--- src/rtl/cnt_share_ctrl.sv ---
// cnt_share_ctrl
//   Shares one external W-bit up-counter (parallel load, carry C = &A)
//   between two requesters as a one-shot interval timer. Requesters are
//   arbitrated round-robin. The counter is loaded with ~L so that C rises
//   after exactly L count cycles, and the owner then gets a one-cycle done
//   pulse.
//
// Ports
//   clk_i     clock, rising edge
//   rst_i     asynchronous reset, active low
//   req_i2    per-requester request, held until that requester's done
//   len0_i4   count length for requester 0, sampled at grant
//   len1_i4   count length for requester 1, sampled at grant
//   gnt_o2    one-hot owner, high from grant through DONE
//   done_o2   one-cycle completion pulse to the owner
//   busy_o    high whenever the controller is not idle
//   ld_o      counter parallel-load enable
//   cnt_o     counter count enable
//   I_o4      counter load value (zero outside LOAD)
//   A_i4      counter value, monitor only
//   C_i       counter carry, high when the counter is all ones
//
// Optional feature macro: CNT_SHARE_ABORT_EN
//   When defined, an owner that drops its request during LOAD or COUNT
//   abandons the job. The controller returns to IDLE without a done pulse.
//   When undefined, the job always runs to DONE.
module cnt_share_ctrl #(
  parameter int W = 4
) (
  input  logic         clk_i,
  input  logic         rst_i,
  input  logic [1:0]   req_i2,
  input  logic [W-1:0] len0_i4,
  input  logic [W-1:0] len1_i4,
  output logic [1:0]   gnt_o2,
  output logic [1:0]   done_o2,
  output logic         busy_o,
  output logic         ld_o,
  output logic         cnt_o,
  output logic [W-1:0] I_o4,
  input  logic [W-1:0] A_i4,
  input  logic         C_i
);

  typedef enum logic [1:0] {S_IDLE, S_LOAD, S_COUNT, S_DONE} state_t;

  state_t       r_state, w_state_nxt;
  logic [1:0]   r_gnt,   w_gnt_nxt;
  logic [W-1:0] r_len,   w_len_nxt;
  logic         r_ptr,   w_ptr_nxt;
  logic         w_win;
  logic         w_own_req;
  logic         w_unused;

  // The counter value is only observed and is not needed for control.
  assign w_unused = ^A_i4;

  // If both requesters are pending, ptr picks the winner. Otherwise the
  // single active requester wins.
  assign w_win     = (req_i2 == 2'b11) ? r_ptr : req_i2[1];
  assign w_own_req = |(req_i2 & r_gnt);

  always_ff @(posedge clk_i or negedge rst_i) begin
    if (!rst_i) begin
      r_state <= S_IDLE;
      r_gnt   <= '0;
      r_len   <= '0;
      r_ptr   <= 1'b0;
    end else begin
      r_state <= w_state_nxt;
      r_gnt   <= w_gnt_nxt;
      r_len   <= w_len_nxt;
      r_ptr   <= w_ptr_nxt;
    end
  end

  always_comb begin
    w_state_nxt = r_state;
    w_gnt_nxt   = r_gnt;
    w_len_nxt   = r_len;
    w_ptr_nxt   = r_ptr;
    case (r_state)
      S_IDLE: begin
        if (|req_i2) begin
          w_state_nxt = S_LOAD;
          w_gnt_nxt   = w_win ? 2'b10 : 2'b01;
          w_len_nxt   = w_win ? len1_i4 : len0_i4;
        end
      end
      S_LOAD:  w_state_nxt = S_COUNT;
      S_COUNT: if (C_i) w_state_nxt = S_DONE;
      S_DONE: begin
        w_state_nxt = S_IDLE;
        w_gnt_nxt   = '0;
        // Favour the requester that did not just finish.
        w_ptr_nxt   = r_gnt[0];
      end
      default: w_state_nxt = S_IDLE;
    endcase
`ifdef CNT_SHARE_ABORT_EN
    // An abort takes priority over a carry arriving in the same cycle.
    if ((r_state == S_LOAD || r_state == S_COUNT) && !w_own_req) begin
      w_state_nxt = S_IDLE;
      w_gnt_nxt   = '0;
      w_ptr_nxt   = r_gnt[0];
    end
`else
    if (w_own_req) begin
      // After grant, the owner's request is deliberately ignored.
    end
`endif
  end

  assign gnt_o2  = r_gnt;
  assign done_o2 = (r_state == S_DONE) ? r_gnt : 2'b00;
  assign busy_o  = (r_state != S_IDLE);
  assign ld_o    = (r_state == S_LOAD);
  // Stop counting once the carry is up. With L = 0, the counter is
  // loaded with all ones, so the enable never asserts.
  assign cnt_o   = (r_state == S_COUNT) && !C_i;
  assign I_o4    = (r_state == S_LOAD) ? ~r_len : '0;

endmodule
--- config.mk ---
export PLATFORM = sky130hd
export DESIGN_NAME = cnt_share_ctrl
export DESIGN_NICKNAME = d
export VERILOG_FILES = /design/src/rtl/cnt_share_ctrl.sv
export SDC_FILE = /design/constraint.sdc
export NUM_CORES = 1
export LEC_CHECK = 0
export CAP_MARGIN = 20
export CORE_UTILIZATION = 40
export CTS_BUF_LIST = sky130_fd_sc_hd__clkbuf_4
export DETAILED_ROUTE_END_ITERATION = 8
export HOLD_SLACK_MARGIN = 0.06
export PLACE_DENSITY = 0.9
export SLEW_MARGIN = 20
export SYNTH_ARGS = -nofsm -noshare
export SYNTH_HDL_FRONTEND = slang
export SYNTH_SLANG_ARGS = --single-unit
--- constraint.sdc ---
create_clock -name clk_i -period 1.88 [get_ports clk_i]
set_input_delay 0.282 -clock clk_i [delete_from_list [all_inputs] [get_ports clk_i]]
set_output_delay 0.282 -clock clk_i [all_outputs]
set_load 0.01 [all_outputs]
==> flow_metrics.env <==
export IMPL_outcome="finished clean"
export IMPL_worstMarginPinSlew_ps=399
export IMPL_min_path_type="in -> async"
export IMPL_slew_violations=0
export IMPL_placed_area_um2=818
export IMPL_ys_flop_type="dfrtp_1"
export IMPL_yosys_register_bits=9
export IMPL_synth_avg_cell_area_um2=9.96
export IMPL_holdBufCountCts=0
export IMPL_clockBufferDepth=2
export IMPL_fin_skew_ps=1.25
export IMPL_hold_slack_ps=312
export IMPL_grt_pass1_wl_um=1920
export IMPL_grt_max_degree=10
export IMPL_met3WireLength_um=89
export IMPL_vias=525
export IMPL_drive_gt1_share_pct=20.5
export IMPL_fin_crit_ps=1820
export IMPL_hpwl_um=906
export IMPL_path_clk_slew_ps=60
export IMPL_yosysMostFrequentCell="dfrtp_1"
export IMPL_start_util_pct=42.9
export IMPL_r2r_start="r_state[0]$_DFFE_PN0P_"
export IMPL_cts_tree="done"
export IMPL_synth_edf_count=0
export IMPL_ant_nets=0
export IMPL_synthesis_nets=78
export IMPL_hold_viol=0
export IMPL_ctsRootBufferMaster="clkbuf_4"
export IMPL_layout_nets=111
export IMPL_die_area_um2=1550
export IMPL_setup_ws_ps=56.1
export IMPL_wl_met1_um=504
export IMPL_cts_htree_levels=1
export IMPL_fin_crit_sh_pct=97.0
export IMPL_ios=28
export IMPL_fp_row_count=13
export IMPL_crit_path_max_fanout=4
export IMPL_core_area_um2=1300
export IMPL_ir_worst_vdd_uv=718
export IMPL_wl_per_cell_um=11.8
export IMPL_crit_type="reg -> out"
export IMPL_power_density_nw_per_um2=1370
export IMPL_drt_iter0_markers=11
export IMPL_route_met2_wl_um=625
export IMPL_leakage_nw=0.412
export IMPL_yosysSeqAreaShare_pct=40.4
export IMPL_grt_ovfl_total=0
export IMPL_synth_cell_types=22
export IMPL_fmax_ghz=0.548
export IMPL_numCtsBuffers=3
export IMPL_drtPass1Iterations=4
export IMPL_cp_required_ps=1600
export IMPL_endpoint_kind="output port"
export IMPL_top_layer_used="met3"
export IMPL_tns_ps=0
export IMPL_die_x_um=39.4
export IMPL_rsz0062_at_grt="no"
export IMPL_yosys_area_top_type="dfrtp_1"
export IMPL_first_global_vias=483
export IMPL_arrival_ps=1540
export IMPL_synth_area_leaders="dfrtp_1 (40%), ha_1 (11%), nor2b_1 (5.6%), a31oi_1 (4.5%), nand3_1 (4.5%)"
export IMPL_start_kind="flop"
export IMPL_startpoint="r_state[0]$_DFFE_PN0P_"
export IMPL_totalWireLength_um=1220
export IMPL_async_flop_share_pct=100
export IMPL_antenna_found_initial=0
export IMPL_place_ws_ps=139
export IMPL_fin_area_um2=872
export IMPL_fp_dieH_um=39.4
export IMPL_areaGrowthSynthToFinish_pct=56.3
export IMPL_drc=0
export IMPL_synth_cells=56
export IMPL_cts_sinks=9
export IMPL_io_buffers=23
export IMPL_synth_common_cells="dfrtp_1 (9), ha_1 (5), nand3_1 (5), nor2b_1 (5)"
export IMPL_ys_warn_count=0
export IMPL_cap_violations=0
export IMPL_yosysTopAreaCellShare_pct=40.4
export IMPL_finalSetupViolations=0
export IMPL_diodes=0
export IMPL_avgViaCountPerCell=5.10
export IMPL_clk_latency_ps=260
export IMPL_place_congestion=0.850
export IMPL_grt_util_all_layers_pct=19.3
export IMPL_post_route_util_pct=67.0
export IMPL_syn_area_um2=558
export IMPL_maxSlewHeadroom_pct=73.3
-- cell type report --
class,instances,area (um2)
flip-flops and latches,9,225
inverters,4,15.0
fillers,115,429
repair buffers,29,272
clock buffers,4,30.0
well taps,15,18.8
multi-input cells,42,312
-- kinds of logic after synthesis --
kind of cell             Yosys count  synth area share, %
flip-flops                         9                 40.4
multiplexers                       3                 6.73
AND/OR/NAND/NOR                   22                 23.3
buffers and inverters              5                 4.71
adder cells (fa/ha/maj)            5                 11.2
AO/OA/AOI/OAI                     12                 13.7
-- power by group --
part / switching (mW) / internal (mW) / leakage [nW]
combinational: 0.285 / 0.393 / 0.286
clock: 0.0697 / 0.0964 / 0.0184
sequential: 0.0665 / 0.287 / 0.107
total: 0.421 / 0.776 / 0.412
-- metrics by stage --
step	total power, mW	instances
after floorplan	0.735	56
after global placement	0.981	96
after detailed placement	1.01	96
after CTS	1.20	102
after global routing	1.28	103
final	1.20	103
-- routing by layer --
layer | GRT usage, % | vias up
met2 | 34.2 | 25
met4 | 13.8 | 0
met5 | 0 | -
met3 | 3.41 | 0
li1 | - | 258
met1 | 20.2 | 242
-- path summary, 6_finish.rpt --
check | to | slack [ps] | cells after the start
min in group clk_i | gnt_o2[1]$_DFFE_PN0P_ | 540 | 1
worst max register to register | gnt_o2[1]$_DFFE_PN0P_ | 180 | 5
max in group asynchronous | r_len[3]$_DFFE_PN0P_ | 1290 | 1
worst max-delay path | done_o2[0] | 60 | 3
worst min-delay path | gnt_o2[1]$_DFFE_PN0P_ | 310 | 1
worst min register to register | gnt_o2[1]$_DFFE_PN0P_ | 540 | 1
-- worst max-delay path, cell delays in order (launching register included) --
cell             delay, ps
dfrtp_1                400
ha_2                   230
and2_1                 130
clkdlybuf4s50_1        530
-- what timing repair did --
item,4_1_cts,5_1_grt
endpoints found under the setup margin,7,3
gates resized for setup,7,1
buffers inserted,2,1
-- sequential cells by signal, indices dropped and copies added (netlist names) --
register,cells
r_len,4
gnt_o2,2
r_state,2
r_ptr,1
-- cells in the final DEF (no fill, tap or decap) --
cell type / instances
a31oi_1: 4
and2_1: 2
and2b_2: 1
buf_4: 6
clkbuf_4: 4
clkdlybuf4s50_1: 17
dfrtp_1: 9
dlygate4sd2_1: 5
dlymetal6s2s_1: 1
ha_1: 3
ha_2: 2
inv_1: 4
mux2_2: 2
mux2_4: 1
nand2_1: 1
nand2b_1: 1
nand3_1: 5
nor2_1: 4
nor2b_1: 5
nor2b_4: 1
nor3_1: 1
o21a_1: 1
o21ai_0: 4
o21ai_1: 1
o22a_2: 1
o2bb2ai_1: 1
or3b_1: 1
No activity file was read; power rests on OpenSTA's default activity.
